## src/rtl/mc_main_control.sv

```systemverilog
// Multicycle MIPS-lite main control FSM.
// Decodes the IR opcode and sequences the datapath one instruction at a time
// (lw, sw, R-type, beq, j). Control outputs are a Moore decode of the state
// register. illegal is the exception: it also looks at op, in DECODE only.
// While reset is high, every control output is forced low.
// Ports:
//   clk, reset                 clock, synchronous active-high reset
//   op[5:0]                    opcode from IR[31:26]
//   pcwrite, pcwritecond       PC write enables (unconditional / zero-qualified)
//   iord, memread, memwrite    memory address select and strobes
//   irwrite                    IR load enable
//   memtoreg, regdst, regwrite register file write controls
//   alusrca, alusrcb[1:0]      ALU operand selects
//   aluop1, aluop0             ALU op to the ALU control unit
//   pcsource[1:0]              PC source select
//   done                       final cycle of an instruction
//   illegal                    unsupported opcode seen in DECODE
//   state[3:0]                 current state encoding (debug)
module mc_main_control (
  input  logic       clk,
  input  logic       reset,
  input  logic [5:0] op,
  output logic       pcwrite,
  output logic       pcwritecond,
  output logic       iord,
  output logic       memread,
  output logic       memwrite,
  output logic       irwrite,
  output logic       memtoreg,
  output logic       regdst,
  output logic       regwrite,
  output logic       alusrca,
  output logic [1:0] alusrcb,
  output logic       aluop1,
  output logic       aluop0,
  output logic [1:0] pcsource,
  output logic       done,
  output logic       illegal,
  output logic [3:0] state
);

  localparam logic [5:0] OP_RTYPE = 6'b000000;
  localparam logic [5:0] OP_LW    = 6'b100011;
  localparam logic [5:0] OP_SW    = 6'b101011;
  localparam logic [5:0] OP_BEQ   = 6'b000100;
  localparam logic [5:0] OP_J     = 6'b000010;

  typedef enum logic [3:0] {
    FETCH  = 4'd0,
    DECODE = 4'd1,
    MEMADR = 4'd2,
    MEMRD  = 4'd3,
    MEMWB  = 4'd4,
    MEMWR  = 4'd5,
    EXEC   = 4'd6,
    RWB    = 4'd7,
    BRANCH = 4'd8,
    JUMP   = 4'd9
  } state_t;

  state_t cur_state;
  state_t nxt_state;

  assign state = cur_state;

  // State register; reset wins from any state, including mid-instruction.
  always_ff @(posedge clk) begin
    if (reset) begin
      cur_state <= FETCH;
    end else begin
      cur_state <= nxt_state;
    end
  end

  // Next-state and Moore output decode; reset masks every output last.
  always_comb begin
    nxt_state   = FETCH;
    pcwrite     = 1'b0;
    pcwritecond = 1'b0;
    iord        = 1'b0;
    memread     = 1'b0;
    memwrite    = 1'b0;
    irwrite     = 1'b0;
    memtoreg    = 1'b0;
    regdst      = 1'b0;
    regwrite    = 1'b0;
    alusrca     = 1'b0;
    alusrcb     = 2'b00;
    aluop1      = 1'b0;
    aluop0      = 1'b0;
    pcsource    = 2'b00;
    done        = 1'b0;
    illegal     = 1'b0;

    case (cur_state)
      FETCH: begin
        memread   = 1'b1;
        irwrite   = 1'b1;
        pcwrite   = 1'b1;
        alusrcb   = 2'b01;
        nxt_state = DECODE;
      end
      DECODE: begin
        // Speculative branch target: PC + (imm << 2).
        alusrcb = 2'b11;
        case (op)
          OP_LW, OP_SW: nxt_state = MEMADR;
          OP_RTYPE:     nxt_state = EXEC;
          OP_BEQ:       nxt_state = BRANCH;
          OP_J:         nxt_state = JUMP;
          default: begin
            illegal   = 1'b1;
            nxt_state = FETCH;
          end
        endcase
      end
      MEMADR: begin
        alusrca   = 1'b1;
        alusrcb   = 2'b10;
        nxt_state = (op == OP_LW) ? MEMRD : MEMWR;
      end
      MEMRD: begin
        memread   = 1'b1;
        iord      = 1'b1;
        nxt_state = MEMWB;
      end
      MEMWB: begin
        regwrite = 1'b1;
        memtoreg = 1'b1;
        done     = 1'b1;
      end
      MEMWR: begin
        memwrite = 1'b1;
        iord     = 1'b1;
        done     = 1'b1;
      end
      EXEC: begin
        alusrca   = 1'b1;
        aluop1    = 1'b1;
        nxt_state = RWB;
      end
      RWB: begin
        regwrite = 1'b1;
        regdst   = 1'b1;
        done     = 1'b1;
      end
      BRANCH: begin
        alusrca     = 1'b1;
        aluop0      = 1'b1;
        pcwritecond = 1'b1;
        pcsource    = 2'b01;
        done        = 1'b1;
      end
      JUMP: begin
        pcwrite  = 1'b1;
        pcsource = 2'b10;
        done     = 1'b1;
      end
      default: nxt_state = FETCH;
    endcase

    if (reset) begin
      pcwrite     = 1'b0;
      pcwritecond = 1'b0;
      iord        = 1'b0;
      memread     = 1'b0;
      memwrite    = 1'b0;
      irwrite     = 1'b0;
      memtoreg    = 1'b0;
      regdst      = 1'b0;
      regwrite    = 1'b0;
      alusrca     = 1'b0;
      alusrcb     = 2'b00;
      aluop1      = 1'b0;
      aluop0      = 1'b0;
      pcsource    = 2'b00;
      done        = 1'b0;
      illegal     = 1'b0;
    end
  end

endmodule

```

## config.mk

```make
export PLATFORM = sky130hd
export DESIGN_NAME = mc_main_control
export DESIGN_NICKNAME = d
export VERILOG_FILES = /design/src/rtl/mc_main_control.sv
export SDC_FILE = /design/constraint.sdc
export NUM_CORES = 1
export LEC_CHECK = 0
export BUFFER_PORTS_ARGS = -buffer_cell sky130_fd_sc_hd__buf_2
export CORE_AREA = 8 8 45 47
export CTS_BUF_LIST = sky130_fd_sc_hd__clkbuf_8
export DETAILED_ROUTE_END_ITERATION = 8
export DIE_AREA = 0 0 53 55
export HOLD_SLACK_MARGIN = 0.12
export PLACE_DENSITY = 0.74
export SYNTH_ARGS = -nofsm -noshare
export SYNTH_HDL_FRONTEND = slang
export SYNTH_SLANG_ARGS = --single-unit
export TNS_END_PERCENT = 5
```

## constraint.sdc

```tcl
create_clock -name clk -period 1.3 [get_ports clk]
set_input_delay 0.065 -clock clk [delete_from_list [all_inputs] [get_ports clk]]
set_output_delay 0.065 -clock clk [all_outputs]
set_load 0.02 [all_outputs]
```

==> flow_metrics.env <==
export IMPL_required_ns=1.24
export IMPL_worst_pin_slew_ns=0.277
export IMPL_fmax_ghz=0.705
export IMPL_gp_congestion=0.783
export IMPL_cp_arrival_ns=1.35
export IMPL_die_h_um=55
export IMPL_startpoint_type="flop"
export IMPL_clock_skew_ns=0.00746
export IMPL_fin_crit_sh_pct=109
export IMPL_violations="negative setup slack"
export IMPL_path_delay_family="simple AND/OR/NAND/NOR gates"
export IMPL_ys_ff_latch=4
export IMPL_worstPathCellList="or3_4 -> buf_6 -> a21oi_2 -> buf_6"
export IMPL_finalWorstSetupSlack_ns=-0.119
export IMPL_ys_flop_type="dfxtp_1"
export IMPL_fp_row_count=14
export IMPL_die_area_um2=2920
export IMPL_place_hpwl_mm=1.23
export IMPL_timing_rr_end="state[2]"
export IMPL_multi_input_area_um2=392
export IMPL_fillCellCount=121
export IMPL_syn_area_um2=449
export IMPL_root_buffer="clkbuf_8"
export IMPL_cp_slowest_cell="or3_4"
export IMPL_setup_viol=12
export IMPL_yosys_warnings=0
export IMPL_hold_viol_final=0
export IMPL_portBuffers=29
export IMPL_cp_depth=4
export IMPL_syn_to_final_growth_pct=90.0
export IMPL_viasPerCell=5.16
export IMPL_final_nets=115
export IMPL_worstRegToRegCells=3
export IMPL_rsz0062_at_grt="true"
export IMPL_netlist_instances=66
export IMPL_ant_nets=0
export IMPL_path_clk_slew_ns=0.04
export IMPL_cts_tree="done"
export IMPL_place_ws_ns=-0.0951
export IMPL_rrSetupSlack_ns=-0.10
export IMPL_cts_buffers=3
export IMPL_synth_enable_flop_cells=0
export IMPL_tns_ns=-0.703
export IMPL_power_density_nw_per_um2=684
export IMPL_chipWidth_um=53
export IMPL_ctsLongestPathBuffers=2
export IMPL_ys_seq_area_share_pct=17.8
export IMPL_syn_nets=74
export IMPL_grt_use_total_pct=12.0
export IMPL_maxCapViolations=0
export IMPL_crit_path_max_incr_delay_ns=0.39
export IMPL_synth_top_cell_area_share_pct=17.8
export IMPL_first_global_vias=632
export IMPL_async_reset_ff_share_pct=0
export IMPL_cts_sinks=4
export IMPL_synthMostInstantiatedCell="nor2_1"
export IMPL_routedWlPerCell_um=14.0
export IMPL_layout_min_cycle_time_ns=1.42
export IMPL_utilization_pct=61.7
export IMPL_final_cell_area_um2=853
export IMPL_crit_fanout=4
export IMPL_slew_headroom_pct=81.4
export IMPL_synthTopCellsByCount="nor2_1 (11), nand2_1 (5), nor3_1 (5), a21oi_1 (4), dfxtp_1 (4)"
export IMPL_slew_violations=0
export IMPL_crit_type="reg -> out"
export IMPL_hold_path_end="state[3]"
export IMPL_rr_startpoint="state[2]"
export IMPL_clock_latency_ns=0.22
export IMPL_io_pin_count=30
export IMPL_grt_max_degree=13
export IMPL_hold_class="in -> reg"
export IMPL_ys_types=28
export IMPL_post_cts_buffers=0
export IMPL_drc=0
export IMPL_ctsHtreeMaxLevel=1
export IMPL_core_region_area_um2=1380
export IMPL_antenna_found_initial=0
export IMPL_worst_path_buf_inv=2
export IMPL_path_common_cell="buf_6"
export IMPL_wirelength_mm=1.70
export IMPL_holdCritStartpoint="op[1]"
export IMPL_place_area_um2=684
export IMPL_power_leakage_nw=0.416
export IMPL_initial_utilization_pct=32.5
export IMPL_num_vias=630
export IMPL_first_pass_iters=4
export IMPL_drive_above_1_share_pct=61.3
export IMPL_diodes=0
export IMPL_seqCellArea_um2=86.3
export IMPL_synth_area_per_cell_um2=6.81
export IMPL_drt_initial_drc_count=7
export IMPL_peakVddDrop_mv=0.485
export IMPL_grt_ovfl_total=0
export IMPL_cp_end_kind="output pin"
export IMPL_run_status="finished, violations left"
export IMPL_hold_depth=3
export IMPL_largest_reg_flops=4
export IMPL_synth_area_leaders="dfxtp_1 (18%), nor2_1 (9.2%), nor3_1 (5.6%), buf_4 (5.0%), or3_4 (5.0%)"
export IMPL_synth_area_leader_cell="dfxtp_1"
export IMPL_grt_pass1_wl_mm=2.66
report_power, final:
group	internal, mW	switching [mW]
clock	0.202	0.0765
combinational	0.0869	0.0891
sequential	0.125	0.00365
total	0.414	0.169
worst reg2reg max path, cell delays in order (launching register included):
cell	delay [ns]
dfxtp_4	0.34
or3_4	0.33
or4_4	0.42
a221oi_2	0.21
layer usage:
layer	global-route usage, %	wire, µm
met1	11.8	638
met2	22.9	928
met3	1.07	94
met4	9.05	41
met5	0	0
cell type report:
| cell class | instances | area share (%) |
|---|---|---|
| inverters | 3 | 1.32 |
| multi-input cells | 53 | 45.9 |
| clock buffers | 3 | 4.84 |
| flip-flops and latches | 4 | 10.1 |
| well taps | 16 | 2.35 |
| clock inverters | 1 | 0.440 |
| repair buffers | 42 | 35.0 |
cells by family (layout without fill, tap and decap cells):
family	Yosys count	count (layout)	synth area share, %
AND/OR/NAND/NOR	38	38	46.5
flip-flops	4	4	17.8
XOR/XNOR	4	4	7.80
AO/OA/AOI/OAI	11	11	17.8
buffers and inverters	9	49	10.0
how the worst max path moves through the flow:
stage	startpoint	endpoint
after global placement	state[2]	state[2]
after floorplan	state[2]	state[2]
after detailed placement	state[2]	state[2]
final	state[3]	alusrcb[1]
after global routing	state[3]	alusrcb[1]
after CTS	state[3]	irwrite
stage by stage:
stage               cells  hold WS [ns]  power [mW]
floorplan              66         0.142       0.205
global placement      117         0.358       0.269
global route          122         0.228       0.606
CTS                   122         0.196       0.571
finish                122         0.202       0.584
detailed placement    117         0.354       0.272
cell usage in the layout, fill, tap and decap left out, types with 3 or more instances in the layout:
master,count
buf_2,18
buf_4,16
nor2_1,8
buf_6,7
nand2_1,4
inv_1,4
or3_4,3
a21oi_1,3
clkbuf_8,3
what timing repair did:
| action | CTS | global route |
|---|---|---|
| pin swaps | 3 | 2 |
| setup endpoints to repair | 16 | 20 |
| hold endpoints to repair | 1 | 0 |
| hold buffers | 1 | 0 |
| resized for setup | 16 | 18 |
Power figures use the tool's default switching activity.
